`src/rtl/pe_inject_ni_pkg.sv`:
```
// Shared definitions for the PE injection interface: FSM encoding and
// packet field offset helpers derived from the coordinate/payload widths.
package pe_inject_ni_pkg;

    typedef enum logic {
        ST_IDLE = 1'b0,
        ST_SEND = 1'b1
    } ni_state_e;

    // Field offsets, LSB first: dst_y, dst_x, src_y, src_x, payload
    function automatic int unsigned dsty_lsb();
        return 0;
    endfunction

    function automatic int unsigned dstx_lsb(input int unsigned ys);
        return ys;
    endfunction

    function automatic int unsigned srcy_lsb(input int unsigned xs, input int unsigned ys);
        return xs + ys;
    endfunction

    function automatic int unsigned srcx_lsb(input int unsigned xs, input int unsigned ys);
        return xs + 2 * ys;
    endfunction

    function automatic int unsigned data_lsb(input int unsigned xs, input int unsigned ys);
        return 2 * xs + 2 * ys;
    endfunction

endpackage

```
`src/rtl/pe_inject_ni_fifo.sv`:
```
// Small synchronous FIFO holding neuron results; push and pop may coincide
// whenever the FIFO is not full.
module ni_sync_fifo #(
    parameter int unsigned WIDTH = 8,
    parameter int unsigned DEPTH = 4
) (
    input  logic                       clk,
    input  logic                       rst,
    input  logic                       push,
    input  logic [WIDTH-1:0]           din,
    input  logic                       pop,
    output logic [WIDTH-1:0]           head,
    output logic                       full,
    output logic                       empty,
    output logic [$clog2(DEPTH):0]     count
);

    localparam int unsigned AW = $clog2(DEPTH);
    localparam int unsigned CW = AW + 1;

    logic [WIDTH-1:0] mem_q [DEPTH];
    logic [AW-1:0]    wr_ptr_q, wr_ptr_d;
    logic [AW-1:0]    rd_ptr_q, rd_ptr_d;
    logic [CW-1:0]    count_q, count_d;
    logic             do_push, do_pop;

    always_comb begin
        do_push  = push && !full;
        do_pop   = pop && !empty;
        wr_ptr_d = wr_ptr_q;
        rd_ptr_d = rd_ptr_q;
        count_d  = count_q;
        if (do_push) wr_ptr_d = wr_ptr_q + AW'(1);
        if (do_pop)  rd_ptr_d = rd_ptr_q + AW'(1);
        if (do_push && !do_pop)      count_d = count_q + CW'(1);
        else if (do_pop && !do_push) count_d = count_q - CW'(1);
    end

    always_ff @(posedge clk or posedge rst) begin
        if (rst) begin
            wr_ptr_q <= '0;
            rd_ptr_q <= '0;
            count_q  <= '0;
        end else begin
            wr_ptr_q <= wr_ptr_d;
            rd_ptr_q <= rd_ptr_d;
            count_q  <= count_d;
        end
    end

    // Storage needs no reset: it is only observed through a valid head
    always_ff @(posedge clk) begin
        if (do_push) mem_q[wr_ptr_q] <= din;
    end

    assign head  = mem_q[rd_ptr_q];
    assign full  = (count_q == CW'(DEPTH));
    assign empty = (count_q == '0);
    assign count = count_q;

endmodule

```
`src/rtl/pe_inject_ni.sv`:
```
// PE-side injection NI: buffers neuron results and multicasts each one as
// NUM_DEST XY-routed unicast packets down a destination column.
module pe_inject_ni
    import pe_inject_ni_pkg::*;
#(
    parameter int unsigned x_coord     = 1,
    parameter int unsigned y_coord     = 1,
    parameter int unsigned data_width  = 8,
    parameter int unsigned x_size      = 2,
    parameter int unsigned y_size      = 2,
    parameter int unsigned total_width = 2 * x_size + 2 * y_size + data_width,
    parameter int unsigned DEST_X      = 2,
    parameter int unsigned DEST_Y0     = 0,
    parameter int unsigned NUM_DEST    = 4,
    parameter int unsigned FIFO_DEPTH  = 4
) (
    input  logic                   clk,
    input  logic                   rst,
    input  logic [data_width-1:0]  in_data,
    input  logic                   in_valid,
    output logic                   in_ready,
    output logic [total_width-1:0] o_data_pe,
    output logic                   o_valid_pe,
    input  logic                   i_ready_pe,
    output logic                   busy,
    output logic [15:0]            pkt_count
);

    localparam int unsigned DSTY_LSB = dsty_lsb();
    localparam int unsigned DSTX_LSB = dstx_lsb(y_size);
    localparam int unsigned SRCY_LSB = srcy_lsb(x_size, y_size);
    localparam int unsigned SRCX_LSB = srcx_lsb(x_size, y_size);
    localparam int unsigned DATA_LSB = data_lsb(x_size, y_size);
    localparam int unsigned IDX_W    = (NUM_DEST > 1) ? $clog2(NUM_DEST) : 1;
    localparam int unsigned CW       = $clog2(FIFO_DEPTH) + 1;

    ni_state_e             state_q, state_d;
    logic [IDX_W-1:0]      idx_q, idx_d;
    logic [15:0]           pkt_count_q, pkt_count_d;

    logic [data_width-1:0] fifo_head;
    logic                  fifo_full, fifo_empty;
    logic [CW-1:0]         fifo_count;
    logic                  push, pop, xfer, last;
    logic [y_size-1:0]     dst_y;
    logic [total_width-1:0] pkt;

    assign push = in_valid && !fifo_full;
    assign xfer = (state_q == ST_SEND) && i_ready_pe;
    assign last = (idx_q == IDX_W'(NUM_DEST - 1));
    assign pop  = xfer && last;

    ni_sync_fifo #(
        .WIDTH (data_width),
        .DEPTH (FIFO_DEPTH)
    ) u_fifo (
        .clk   (clk),
        .rst   (rst),
        .push  (push),
        .din   (in_data),
        .pop   (pop),
        .head  (fifo_head),
        .full  (fifo_full),
        .empty (fifo_empty),
        .count (fifo_count)
    );

    // State register
    always_ff @(posedge clk or posedge rst) begin
        if (rst) begin
            state_q     <= ST_IDLE;
            idx_q       <= '0;
            pkt_count_q <= '0;
        end else begin
            state_q     <= state_d;
            idx_q       <= idx_d;
            pkt_count_q <= pkt_count_d;
        end
    end

    // Next state: walk idx across destinations, chain straight into next result
    always_comb begin
        state_d     = state_q;
        idx_d       = idx_q;
        pkt_count_d = pkt_count_q;
        case (state_q)
            ST_IDLE: begin
                idx_d = '0;
                if (!fifo_empty) state_d = ST_SEND;
            end
            ST_SEND: begin
                if (xfer) begin
                    pkt_count_d = pkt_count_q + 16'd1;
                    if (last) begin
                        idx_d = '0;
                        if (!push && fifo_count == CW'(1)) state_d = ST_IDLE;
                    end else begin
                        idx_d = idx_q + IDX_W'(1);
                    end
                end
            end
            default: state_d = ST_IDLE;
        endcase
    end

    // Outputs: packet assembled from FIFO head and current destination index
    always_comb begin
        dst_y = y_size'(DEST_Y0) + y_size'(idx_q);
        pkt   = '0;
        pkt[DSTY_LSB +: y_size]     = dst_y;
        pkt[DSTX_LSB +: x_size]     = x_size'(DEST_X);
        pkt[SRCY_LSB +: y_size]     = y_size'(y_coord);
        pkt[SRCX_LSB +: x_size]     = x_size'(x_coord);
        pkt[DATA_LSB +: data_width] = fifo_head;
        o_valid_pe = (state_q == ST_SEND);
        o_data_pe  = o_valid_pe ? pkt : '0;
        in_ready   = !fifo_full;
        busy       = !fifo_empty || (state_q == ST_SEND);
        pkt_count  = pkt_count_q;
    end

endmodule

```
`config.mk`:
```
export PLATFORM = sky130hd
export DESIGN_NAME = pe_inject_ni
export DESIGN_NICKNAME = d
export VERILOG_FILES = /design/src/rtl/pe_inject_ni_pkg.sv /design/src/rtl/pe_inject_ni_fifo.sv /design/src/rtl/pe_inject_ni.sv
export SDC_FILE = /design/constraint.sdc
export NUM_CORES = 1
export LEC_CHECK = 0
export BUFFER_PORTS_ARGS = -buffer_cell sky130_fd_sc_hd__buf_2
export CAP_MARGIN = 0
export CELL_PAD_IN_SITES_DETAIL_PLACEMENT = 1
export CELL_PAD_IN_SITES_GLOBAL_PLACEMENT = 2
export CORE_MARGIN = 4
export CORE_UTILIZATION = 41
export DETAILED_ROUTE_END_ITERATION = 6
export HOLD_SLACK_MARGIN = 0.05
export PLACE_DENSITY = 0.91
export SLEW_MARGIN = 15
export SYNTH_ARGS = -nofsm -noshare
export SYNTH_HDL_FRONTEND = slang
export SYNTH_HIERARCHICAL = 1
export SYNTH_SLANG_ARGS = --single-unit
```
`constraint.sdc`:
```
create_clock -name clk -period 3.7 [get_ports clk]
set_clock_uncertainty 0.1 [all_clocks]
set_input_delay 0.37 -clock clk [delete_from_list [all_inputs] [get_ports clk]]
set_output_delay 0.37 -clock clk [all_outputs]
set_load 0.05 [all_outputs]
```
; ---- After elaboration in Yosys (flattened, before gate mapping)
; Memory sizes are Yosys's and may differ from the RTL's.
; Index checks and enable logic that the tools add are counted.
[word_totals]
inputBits = 12
ram_bits = 32
out_inout_bits = 35
n_memories = 1
regBits = 26
word_cells = 48
[classes]
bitwise_logic = 1
addsub = 6
n_mux = 13
n_reduce_logical = 17
eq_ne = 4
[memory_table]
columns = name, depth, word_bits, read_ports, rd_ports_with_merged_regs, wr, line
row1 = u_fifo.mem_q, 4, 8, 1, 0, 1, pe_inject_ni_fifo.sv:21  ; logic [WIDTH-1:0] mem_q [DEPTH];
[ops]
columns = cell, count
row1 = "16-bit by 1-bit adder with 16-bit output, second input constant", 1
row2 = 16-bit 2-to-1 mux, 1
row3 = 1-bit logical AND, 8
row4 = "2-bit by 1-bit adder with 2-bit output, second input constant", 3
row5 = 1-bit 2-to-1 mux, 6
row6 = 3-bit 2-to-1 mux, 2
row7 = 1-bit zero test, 5
row8 = 2-bit 2-to-1 mux, 2
row9 = 2-bit case mux with 2 select lines, 1
row10 = "3-bit by 1-bit adder with 3-bit output, second input constant", 1
row11 = "3-bit by 1-bit equality test with 1-bit output, second input constant", 1
row12 = "3-bit equality test, second input constant", 1
row13 = 3-bit zero test, 1
row14 = "3-bit by 1-bit subtractor with 3-bit output, second input constant", 1
row15 = "2-bit equality test, second input constant", 1
row16 = "2-bit by 1-bit inequality test with 1-bit output, second input constant", 1
row17 = 1-bit case mux with 2 select lines, 1
row18 = 2-bit AND reduction, 1
row19 = 2-bit nonzero test, 1
row20 = 1-bit logical OR, 1
row21 = 1-bit NOT, 1

; ---- Longest topological paths before layout
; Gate-level depths: netlist of the first run.
[depth]
word_depth = 9
mapped_depth = 10
ltp_nobuf = 9

; ---- Modules after synthesis
; Netlist of the first run, hierarchy kept.
[modules_own_cells]
columns = mod, cells_per_inst, area_each_um2, seq_area_each_um2, instances
row1 = ni_sync_fifo, 78, 1592.8, 1136.1, 1
row2 = pe_inject_ni, 93, 989.7, 475.5, 1

; ---- Least setup slack after synthesis of the first run
; No wires, ideal clock.
[synth_timing]
kind = reg-to-reg
startpoint = reg state_q (netlist: o_valid_pe)
endpoint = reg u_fifo.count_q[1] (netlist: u_fifo/count[1])
setup_ns = 0.125
n_path_buf = 0
setup_slack_ns = 1.432
arrival_time_ns = 2.044
t_required_ns = 3.475
stages_incl_launch_ff = 7
path_cell_list = dfrtp_1 -> and3_2 -> nand2b_1 -> ha_1 -> inv_1 -> fa_1 -> mux2_2
[synth_between]
elab_chain_cells = 6
word_cells_on_any_way = 8
[synth_lines]
columns = element, line
row1 = from (decl), pe_inject_ni.sv:37  ; ni_state_e state_q, state_d;
row2 = from (signal assigned), pe_inject_ni.sv:75  ; state_q <= state_d;
row3 = 1-bit logical AND, pe_inject_ni.sv:49  ; assign xfer = (state_q == ST_SEND) && i_ready_pe;
row4 = 1-bit logical AND, pe_inject_ni.sv:51  ; assign pop = xfer && last;
row5 = via pop, pe_inject_ni.sv:44  ; logic push, pop, xfer, last;
row6 = 1-bit logical AND, pe_inject_ni_fifo.sv:29  ; do_pop = pop && !empty;
row7 = 1-bit zero test, pe_inject_ni_fifo.sv:35  ; if (do_push && !do_pop) count_d = count_q + CW'(1);
row8 = 1-bit logical AND, pe_inject_ni_fifo.sv:35
row9 = 3-bit 2-to-1 mux, pe_inject_ni_fifo.sv:35
row10 = via u_fifo.count_d[1], pe_inject_ni_fifo.sv:24  ; logic [CW-1:0] count_q, count_d;
row11 = to (signal assigned), pe_inject_ni_fifo.sv:47  ; count_q <= count_d;
row12 = to (decl), pe_inject_ni_fifo.sv:24
; The timed path passes the listed nets, and every way through them passes these cells.
; A chain may end at the register's enable or synchronous reset.

; ---- Worst setup path after layout of the first run
[layout_timing]
startpoint = reg u_fifo.rd_ptr_q[0]
endpoint = out o_data_pe[13]
[layout_between]
elab_chain_cells = 2
[layout_lines]
columns = element, line
row1 = from (decl), pe_inject_ni_fifo.sv:23  ; logic [AW-1:0] rd_ptr_q, rd_ptr_d;
row2 = from (signal assigned), pe_inject_ni_fifo.sv:46  ; rd_ptr_q <= rd_ptr_d;
row3 = memory read 4 x 8 bit, n/a
row4 = via fifo_head[5], pe_inject_ni.sv:41  ; logic [data_width-1:0] fifo_head;
row5 = 16-bit 2-to-1 mux, pe_inject_ni.sv:116  ; o_data_pe = o_valid_pe ? pkt : '0;
row6 = to (decl), pe_inject_ni.sv:22  ; output logic [total_width-1:0] o_data_pe,
; The timed path passes the listed nets, and every way through them passes these cells.

==> results of run 1 <==
[routing by layer]
| metal | global-route usage | vias to the layer above |
|---|---|---|
| met5 | 0 | - |
| met4 | 0.05858 | 0 |
| met3 | 0.03974 | 7 |
| met2 | 0.2363 | 29 |
| met1 | 0.1788 | 735 |
| li1 | - | 688 |
[kinds of logic after synthesis]
group / Yosys count / synth area share
flops: 58 / 0.6240
simple gates: 53 / 0.1313
xor+xnor: 21 / 0.07122
buf+inv: 16 / 0.03537
mux: 13 / 0.09205
fa+ha+maj: 8 / 0.04167
other cells: 1 / 0.001452
compound gates: 1 / 0.002908
[power groups by stage]
stage	registers, W	logic, W	clock network (W)
final	0.00102	0.00105	0.000610
after global routing	0.00106	0.00114	0.000664
after floorplan	0.00108	0.000780	0
after global placement	0.00103	0.00104	0
after CTS	0.00103	0.00107	0.000628
after detailed placement	0.00104	0.00106	0
[area by class of cell]
type / count / area (um2) / share of cell area
Multi-Input combinational cell: 99 / 887.1 / 0.2909
Sequential cell: 58 / 1612 / 0.5285
Clock buffer: 10 / 127.6 / 0.04185
Inverter: 6 / 22.52 / 0.007386
Timing Repair Buffer: 44 / 225.2 / 0.07386
Tap cell: 75 / 93.84 / 0.03078
Clock inverter: 6 / 81.33 / 0.02667
[through the flow]
stage	area (um2)	setup WS, ns	cells	util
2_1_floorplan	2590	1.432	173	-
3_3_place_gp	2830	1.417	281	0.4697
3_5_place_dp	2830	1.337	281	0.4697
4_1_cts	3049	1.170	298	0.5060
5_1_grt	3049	1.070	298	0.5060
6_report	3049	1.230	298	0.5060
[worst register-to-register path, cell delays in order, from the launching register on]
cell	delay, ns
dfrtp_1	0.41
nor3b_4	0.18
nor2b_1	0.16
nor2b_2	0.34
ha_1	0.25
inv_1	0.06
fa_1	0.37
xor2_1	0.17
nor2_1	0.11
xor2_1	0.15
[flip-flops by register name, indices dropped and copies added, names as in the netlist]
signal	flops
u_fifo/mem_q	32
pkt_count	16
u_fifo/count	3
idx_q	2
u_fifo/rd_ptr_q	2
u_fifo/wr_ptr_q	2
o_valid_pe	1
[path summary, 6_finish.rpt]
kind,start,to,slack [ns],cells past startpoint
min reg2reg,pkt_count[15],pkt_count[15],0.37,1
min,in_data[4],u_fifo/mem_q[0][4],0.16,1
min in group asynchronous,rst,u_fifo/count[2],0.44,3
max,u_fifo/rd_ptr_q[0],o_data_pe[13],1.23,3
max in group asynchronous,rst,o_valid_pe,2.40,3
max reg2reg,u_fifo/count[2],u_fifo/count[2],1.32,9
[cell usage after synthesis (3+ instances only)]
cell type,instances,area [um2]
and2_2,4,30.03
buf_4,6,45.04
ha_1,7,87.58
xnor2_1,14,122.6
dfrtp_1,26,650.6
and2_1,11,68.82
nor2b_1,3,18.77
and3_1,4,25.02
nand3_1,4,20.02
nor2_1,4,15.01
mux4_2,8,180.2
inv_1,6,22.52
nand2_1,8,30.03
edfxtp_1,32,960.9
xor2_1,7,61.31
[repair_timing]
action / 4_1_cts / 5_1_grt
hold buffers: 1 / 0
setup buffers: 0 / 0
hold endpoints to repair: 7 / 0
==> metrics.md, run 1 <==
| Metric | Value |
|---|---|
| Slew Limit Fails | 0 |
| Htree depth | 3 |
| Hold_ws | approximately 0.16 ns |
| Initial DRC Count | between 70 and 80 |
| TritonCTS Buffers | 9 |
| Max cap viols | 0 |
| CP Cell Sequence | mux4_2, and2_1, buf_2 |
| GRT Residual Overflow | 0 |
| Status | complete, no violations |
| Clock slew at reported path FFs | approximately 0.060 ns |
| Initial DRT Pass Iterations | 4 |
| Avg Cell Area, Syn | around 15 um2 |
| Seq/Total Area, Yosys | 0.6240 |
| YS warnings | 6 |
| P&R area growth vs syn | 18.07% |
| Slew headroom | 0.5068 |
| Post-Syn Instances | 171 |
| Clk Latency, worst-skew pair | between 0.3 and 0.4 ns |
| Via density | 4.896 |
| Clk sinks | 58 |
| Crit Path Max Fanout | 10 |
| Core area | 6026 um2 |
| Via Count | 1459 |
| Final Hold Viols | 0 |
| Routed Antenna Nets | 0 |
| Buf/Inv on CP | 1 |
| Highest Signal Layer | met4 |
| Synth cell types | 36 |
| GP Congestion | about 0.8 |
| Total GRT Usage | 0.1439 |
| CP max stage cell | dfrtp_1 |
| DRT Wirelength | 4.821 mm |
| WS Path Type | register to output pin |
| NetSw | around 0.0011 W |
| Seq pwr share | 0.382 |
| I/O Buffers | 43 |
| Clock Path Buffers | 2 |
| Post-cts sizing count | 0 |
| Comb pwr share | 0.391 |
| Most common cell after layout, fill and taps aside | buf_2 |
| TNS Setup | 0 ns |
| Metal-1 WL | around 2 mm |
| Post-synth EDFFs | 32 |
| Initial antenna violation count | 0 |
| Mapped Area | 2582 um2 |
| Worst vdd ir | 0.4082 mV |
| Wire length of the first global-routing pass | 8.211 mm |
| HPWL after detailed placement | 3.570 mm |
| Largest net degree at the start of global routing | 22 |
| Hold Path Class | input port to register |
| Die width | 87.37 um |
| Synth Register Bits | between 50 and 60 |
| Crit start category | register |
| DRC viols | 0 |
| Number of global-route vias before repair | 1594 |
| Metal2 WL | between 2 and 3 mm |
| Initial Util | 0.4286 |
| Pwr/cell area | 879.4 nW/um2 |
| Fmax | 0.4048 GHz |
| N_diodes | 0 |
| FFs w/ async S/R, synth | 0.4483 |
| Die footprint | around 7600 um2 |
| Crit-path leading delay family | flip-flops |
| Most frequent cells in the layout | buf_2, edfxtp_1, dfrtp_1 |
| Required @ worst endpoint | 3.23 ns |
| Ys flop type | edfxtp_1 |
| Max incr delay on CP | 0.73 ns |
| Rows | 28 |
| Min Clock Period, post-route | ~2.5 ns |
| Die Height | roughly 87 um |
| Total power | 0.002682 W |
| CTS tree | yes |
| Fraction of layout cells with a size suffix above 1 | 0.3453 |
| Clock share of power | 0.227 |
| Fin crit share | 0.6677 |
| Sw frac | 0.4023 |
| Lkg Pwr | roughly 1.3 nW |
| CP endpoint kind | output pin |
| P_int | ~0.0016 W |
| Top Ports | between 40 and 50 |
| Root buffer cell | clkbuf_8 |
| RSZ-0062 raised after global routing | false |
| Fillers | 617 |
| Final net count | 238 |
| Slew at the pin closest to its max-slew limit | around 0.74 ns |
| Routed len/inst | between 15 and 20 um |
| Setup violators final | 0 |
| CP arrival | 2.00 ns |
| Met3 wire length | 189 um |
Note: power is estimated with default switching activity, not from simulation.
==> run 2: changes to the inputs <==
Settings changed: CORE_UTILIZATION 41 to 38, PLACE_DENSITY 0.91 to 0.86.
Clock period 3.7 ns to 2.3 ns, I/O delays scaled along.
==> run 2 against run 1 <==
Effect of this change:
- hold slack improved by 0.0061 ns
- sequential power up 58%
- critical path depth grew 6
- register-to-register slack got worse by 1.2 ns
- first-iteration DRC count down 25%
- non-clock buffer count increased by 16
- sequential share of layout area fell by 2.2 points
- total power increased by 62%
- die area increased by 7.2%
- final area grew 4.6%
- clock power grew 43%
- worst setup slack got worse by 1.1 ns
- largest power group unchanged
- highest routed layer unchanged
==> metrics.md, run 2 (synthesis gave the netlist of run 1 again) <==
| Metric | Value |
|---|---|
| Worst r2r dst | u_fifo/count[2] |
| Post-Place Setup Slack | 0.04643 ns (-1.291 ns) |
| Reg2reg path depth | 9 (unchanged) |
| Final Hold Viols | 0 (unchanged) |
| Clock slew at reported path FFs | 0.07 ns (about the same) |
| Die Height | 90.44 um (+3.5%) |
| Design area | 3188 um2 (+4.6%) |
| DRT Wirelength | 5.030 mm (+4.3%) |
| Final Util | 0.4936 (-0.01241) |
| Clock share of power | 0.202 (-0.025) |
| Max incr delay on CP | 0.43 ns (-0.30 ns) |
| Worst hold path depth | 3 (+2) |
| Slew headroom | 0.4836 (-0.02322) |
| Clk sinks | 58 (unchanged) |
| Via Count | 1538 (+5.4%) |
| Max cap viols | 0 (unchanged) |
| Htree depth | 3 (unchanged) |
| Root buffer cell | clkbuf_8 |
| CP endpoint kind | register |
| Sw frac | 0.4092 (+0.006835) |
| Routed Antenna Nets | 0 (unchanged) |
| Crit Path Max Fanout | 4 (-6) |
| Fin crit share | 0.9562 |
| TritonCTS Buffers | 9 (unchanged) |
| Setup violators final | 0 (unchanged) |
| Clk Latency, worst-skew pair | 0.33 ns (about the same) |
| Hold_ws | 0.1635 ns (+0.006094 ns) |
| Most common cell after layout, fill and taps aside | buf_2 |
| Slew Limit Fails | 0 (unchanged) |
| Initial DRC Count | 54 (-25%) |
| Buf/Inv on CP | 1 (unchanged) |
| Pwr/cell area | 1360 nW/um2 (+55%) |
| Worst vdd ir | 0.7328 mV (+79%) |
| Die width | 90.44 um (+3.5%) |
| Top Ports | 47 (unchanged) |
| Clock Path Buffers | 2 (unchanged) |
| Number of global-route vias before repair | 1662 (+4.3%) |
| GP Congestion | 0.6886 (-15%) |
| Seq pwr share | 0.371 (-0.011) |
| Final net count | 254 (+6.7%) |
| TNS Setup | 0 ns (unchanged) |
| CTS tree | yes |
| Rows | 29 (+3.6%) |
| Hold Startpoint | i_ready_pe |
| NetSw | 0.001774 W (+64%) |
| Comb pwr share | 0.428 (+0.037) |
| Die footprint | 8178 um2 (+7.2%) |
| Number of flip-flops in the largest register | 32 (unchanged) |
| Total GRT Usage | 0.1320 (-0.01192) |
| Core area | 6459 um2 (+7.2%) |
| Largest net degree at the start of global routing | 21 (-4.5%) |
| DRC viols | 0 (unchanged) |
| Fraction of layout cells with a size suffix above 1 | 0.3849 (+0.03965) |
| Routed len/inst | 15.92 um (-1.6%) |
| WS Path Type | register to register |
| Crit-path leading delay family | simple AND/OR/NAND/NOR gates |
| CP max stage cell | dfrtp_2 |
| N_diodes | 0 (unchanged) |
| Fmax | 0.4547 GHz |
| Lkg Pwr | 1.355 nW (+4.7%) |
| Required @ worst endpoint | 2.42 ns (-0.81 ns) |
| Setup ws final | 0.1007 ns (-1.129 ns) |
| I/O Buffers | 43 (unchanged) |
| HPWL after detailed placement | 3.438 mm (-3.7%) |
| Biggest register | u_fifo/mem_q |
| Hold Path Class | input port to register |
| P&R area growth vs syn | 23.45% |
| Most frequent cells in the layout | buf_2, edfxtp_1, dfrtp_1 |
| Min Clock Period, post-route | 2.199 ns |
| Status | complete, no violations |
| Placed Area | 2855 um2 (+0.88%) |
| WHS Endpoint | pkt_count[0] |
| P_int | 0.002562 W (+60%) |
| Initial DRT Pass Iterations | 4 (unchanged) |
| Initial antenna violation count | 0 (unchanged) |
| CP arrival | 2.32 ns (+0.32 ns) |
| GRT Residual Overflow | 0 (unchanged) |
| Wire length of the first global-routing pass | 8.376 mm (+2.0%) |
| Slew at the pin closest to its max-slew limit | 0.7738 ns (+0.03479 ns) |
| Most common cell on crit path | xor2_1 |
| CP Cell Sequence | nor3b_4, nor2b_1, nor2b_2, ha_2, inv_1, fa_2, xor2_1, nor2_1, xor2_1 |
| Origin of the critical flop-to-flop path | u_fifo/count[2] |
| Via density | 4.867 (-0.59%) |
| R2R setup slack | 0.10 ns (-1.22 ns) |
| Crit start category | register |
| Initial Util | 0.3998 (-0.02873) |
==> run 2: power by group through the flow <==
stage | Combinational, W | Clock [W] | Sequential [W]
floorplan | 0.00125 | 0 | 0.00174
global placement | 0.00174 | 0 | 0.00161
detailed placement | 0.00178 | 0 | 0.00163
CTS | 0.00179 | 0.000903 | 0.00161
global route | 0.00200 | 0.000957 | 0.00165
finish | 0.00185 | 0.000875 | 0.00161
==> run 2: what timing repair did <==
action | 4_1_cts | 5_1_grt
setup buffers | 0 | 5
gates resized for setup | 0 | 7
hold buffers | 9 | 0
hold endpoints to repair | 58 | 0
setup endpoints to repair | 0 | 2
==> run 2: final cells by class <==
| class | instances | area, um2 |
|---|---|---|
| Fill cell | 685 | 3271 |
| Inverter | 6 | 22.52 |
| Sequential cell | 58 | 1615 |
| Tap cell | 77 | 96.34 |
| Timing Repair Buffer | 60 | 365.4 |
| Multi-Input combinational cell | 99 | 904.6 |
| Clock buffer | 9 | 123.9 |
| Clock inverter | 7 | 60.06 |
==> run 2: worst min-delay path: cells and delay by family <==
kind	cells	cell delay (ns)
AND/OR/NAND/NOR	1	0.11
XOR/XNOR	1	0.06
buffers and inverters	1	0.14
==> run 2: through the flow <==
| step | std cells | power (W) |
|---|---|---|
| 6_report | 316 | 0.004337 |
| 5_1_grt | 316 | 0.004617 |
| 4_1_cts | 311 | 0.004306 |
| 3_5_place_dp | 286 | 0.003403 |
| 3_3_place_gp | 286 | 0.003347 |
| 2_1_floorplan | 173 | 0.002999 |
==> run 2: metal layers <==
metal	GRT usage	share of wire	up-vias
met2	0.2041	0.52	26
met3	0.03833	0.036	5
met4	0.06888	0.012	0
met5	0	0	-
met1	0.1679	0.43	790
li1	-	-	717
==> run 2: how the worst max path moves through the flow <==
stage               slack [ns]         endpoint       startpoint  cells after the start
floorplan                 0.03  u_fifo/count[1]       o_valid_pe                      6
global placement          0.15  u_fifo/count[2]  u_fifo/count[0]                      8
detailed placement        0.05  u_fifo/count[2]  u_fifo/count[0]                      8
CTS                       0.03  u_fifo/count[2]  u_fifo/count[0]                      8
global route             -0.06  u_fifo/count[2]  u_fifo/count[2]                      9
finish                    0.10  u_fifo/count[2]  u_fifo/count[2]                      9
==> run 3: changes to the inputs <==
Settings changed: MAX_ROUTING_LAYER set to met4.
Clock period 2.3 ns to 2.26 ns, I/O delays scaled along.
==> run 3 against run 2 <==
Effect of this change:
- register-to-register slack is essentially flat
- die area is the same
- sequential share of layout area shrank 0.57 points
- non-clock buffer count shrank 1
- critical path type unchanged
==> metrics.md, run 3 (synthesis gave the netlist of run 1 again) <==
| Metric | Value |
|---|---|
| Pwr/cell area | 1415 nW/um2 (+4.0%) |
| Slew headroom | 0.4982 (+0.01459) |
| Rows | 29 (unchanged) |
| Worst Setup SP | u_fifo/count[0] |
| Htree depth | 3 (unchanged) |
| Initial antenna violation count | 0 (unchanged) |
| Die footprint | 8178 um2 (unchanged) |
| GRT Residual Overflow | 0 (unchanged) |
| Routed Antenna Nets | 0 (unchanged) |
| Worst vdd ir | 0.5726 mV (-22%) |
| Dpl cells | 287 (+0.35%) |
| I/O Buffers | 43 (unchanged) |
| P&R area growth vs syn | 24.95% |
| Setup violators final | 0 (unchanged) |
| Final Non-Filler Cells | 315 (-0.32%) |
| DRC viols | 0 (unchanged) |
| Fraction of layout cells with a size suffix above 1 | 0.3908 (+0.005819) |
| Via Count | 1526 (-0.78%) |
| Max cap viols | 0 (unchanged) |
| Core area | 6459 um2 (unchanged) |
| Clk Latency, worst-skew pair | 0.32 ns (about the same) |
| Final Hold Viols | 0 (unchanged) |
| Crit Path Max Fanout | 5 (+1) |
| Reg2reg path depth | 7 (-2) |
| CTS tree | yes |
| Origin of the critical flop-to-flop path | u_fifo/count[0] |
| CP arrival | 2.26 ns (-0.06 ns) |
| Clk sinks | 58 (unchanged) |
| Clock Path Buffers | 2 (unchanged) |
| Biggest register | u_fifo/mem_q |
| Min Clock Period, post-route | 2.152 ns (-0.04772 ns) |
| CP endpoint kind | register |
| Clock slew at reported path FFs | 0.06 ns (about the same) |
| Final net count | 253 (-0.39%) |
| Routed len/inst | 16.18 um (+1.7%) |
| Via density | 4.844 (-0.47%) |
| WS Path Type | register to register |
| Total GRT Usage | 0.1359 (+0.003917) |
| TritonCTS Buffers | 9 (unchanged) |
| HPWL after detailed placement | 3.463 mm (+0.72%) |
| Placed Area | 2877 um2 (+0.74%) |
| Most frequent cells in the layout | buf_2, edfxtp_1, dfrtp_1 |
| RSZ-0062 raised after global routing | false |
| Final Util | 0.4996 (+0.006006) |
| Most common cell after layout, fill and taps aside | buf_2 |
| Slew Limit Fails | 0 (unchanged) |
| Hold_ws | 0.1684 ns (+0.004919 ns) |
| Capture point of the critical path | u_fifo/count[1] |
| Hold Path Class | input port to register |
| N_diodes | 0 (unchanged) |
| Required @ worst endpoint | 2.37 ns (-0.05 ns) |
| GP Congestion | 0.7223 (+4.9%) |
| Initial DRT Pass Iterations | 4 (unchanged) |
| Top Ports | 47 (unchanged) |
| Initial Util | 0.3998 (unchanged) |
| Fmax | 0.4648 GHz (+2.2%) |
| Design area | 3227 um2 (+1.2%) |
| TNS Setup | 0 ns (unchanged) |
| Number of global-route vias before repair | 1648 (-0.84%) |
| Die Height | 90.44 um (unchanged) |
| Number of flip-flops in the largest register | 32 (unchanged) |
| Slew at the pin closest to its max-slew limit | 0.7519 ns (-0.02186 ns) |
| Die width | 90.44 um (unchanged) |
| Wire length of the first global-routing pass | 8.390 mm (+0.17%) |
| Largest net degree at the start of global routing | 21 (unchanged) |
| Status | complete, no violations |
| R2R setup slack | 0.11 ns (about the same) |
| Root buffer cell | clkbuf_8 |
| DRT Wirelength | 5.098 mm (+1.4%) |
| Crit start category | register |
| Worst r2r dst | u_fifo/count[1] |
| Lkg Pwr | 1.364 nW (+0.65%) |
| Initial DRC Count | 54 (unchanged) |
| Fin crit share | 0.9520 (-0.004190) |
-- run 3: cell count changes in the layout (fill, tap and decap cells not counted) --
cell        before  now
nor2b_4          0    1
clkinvlp_4       0    2
fa_2             1    0
bufinv_16        1    2
buf_12           0    1
clkinv_1         3    0
clkinv_4         1    0
fa_1             0    1
dfrtp_1         23   22
buf_4            8    6
clkinv_2         2    1
nor2b_1          3    2
dfrtp_2          3    4
clkbuf_1         0    2
-- run 3: layout make-up --
| cell class | count | area, um2 |
|---|---|---|
| fillers | 663 | 3232 |
| flip-flops and latches | 58 | 1617 |
| multi-input cells | 99 | 909.6 |
| repair buffers | 59 | 370.4 |
| clock buffers | 11 | 131.4 |
| well taps | 77 | 96.34 |
| clock inverters | 5 | 80.08 |
| inverters | 6 | 22.52 |
-- run 3: worst max-delay path, cell delays in order (launching register included) --
cell,delay (ns)
dfrtp_2,0.47
nor3b_4,0.31
nor2b_2,0.09
nor2b_4,0.14
ha_2,0.20
inv_1,0.07
fa_1,0.40
mux2_2,0.26
-- run 3: timing repair --
item,CTS,global route
setup endpoints to repair,0,2
endpoints found under the hold margin,58,0
gates resized for setup,0,8
setup buffers,0,3
hold buffers,9,0
-- run 3: report_power, final --
part | internal (W) | total [W] | switching, W
registers | 0.00140 | 0.00164 | 0.000236
logic | 0.000721 | 0.00191 | 0.00119
clock network | 0.000619 | 0.00102 | 0.000398
-- run 3: metal layers --
metal,global-route usage,routed length [um],up-vias
met5,-,0,-
met4,0.07270,72,0
met3,0.02833,163,7
met2,0.2203,2676,33
met1,0.1591,2186,767
li1,-,-,719
-- run 3: through the flow --
stage	power [W]	worst slack, ns
6_report	0.004566	0.1084
5_1_grt	0.004828	0.001653
4_1_cts	0.004559	0.02690
3_5_place_dp	0.003502	0.07270
3_3_place_gp	0.003449	0.1357
2_1_floorplan	0.003052	0.09520
-- run 3: worst min path at each step --
| stage | slack [ns] | end | depth (start not counted) | from |
|---|---|---|---|---|
| floorplan | -0.07 | u_fifo/count[0] | 1 | rst |
| global placement | 0.08 | u_fifo/count[1] | 2 | rst |
| detailed placement | 0.09 | u_fifo/count[1] | 2 | rst |
| CTS | 0.16 | pkt_count[0] | 3 | i_ready_pe |
| global route | 0.17 | pkt_count[0] | 3 | i_ready_pe |
| finish | 0.17 | pkt_count[0] | 3 | i_ready_pe |
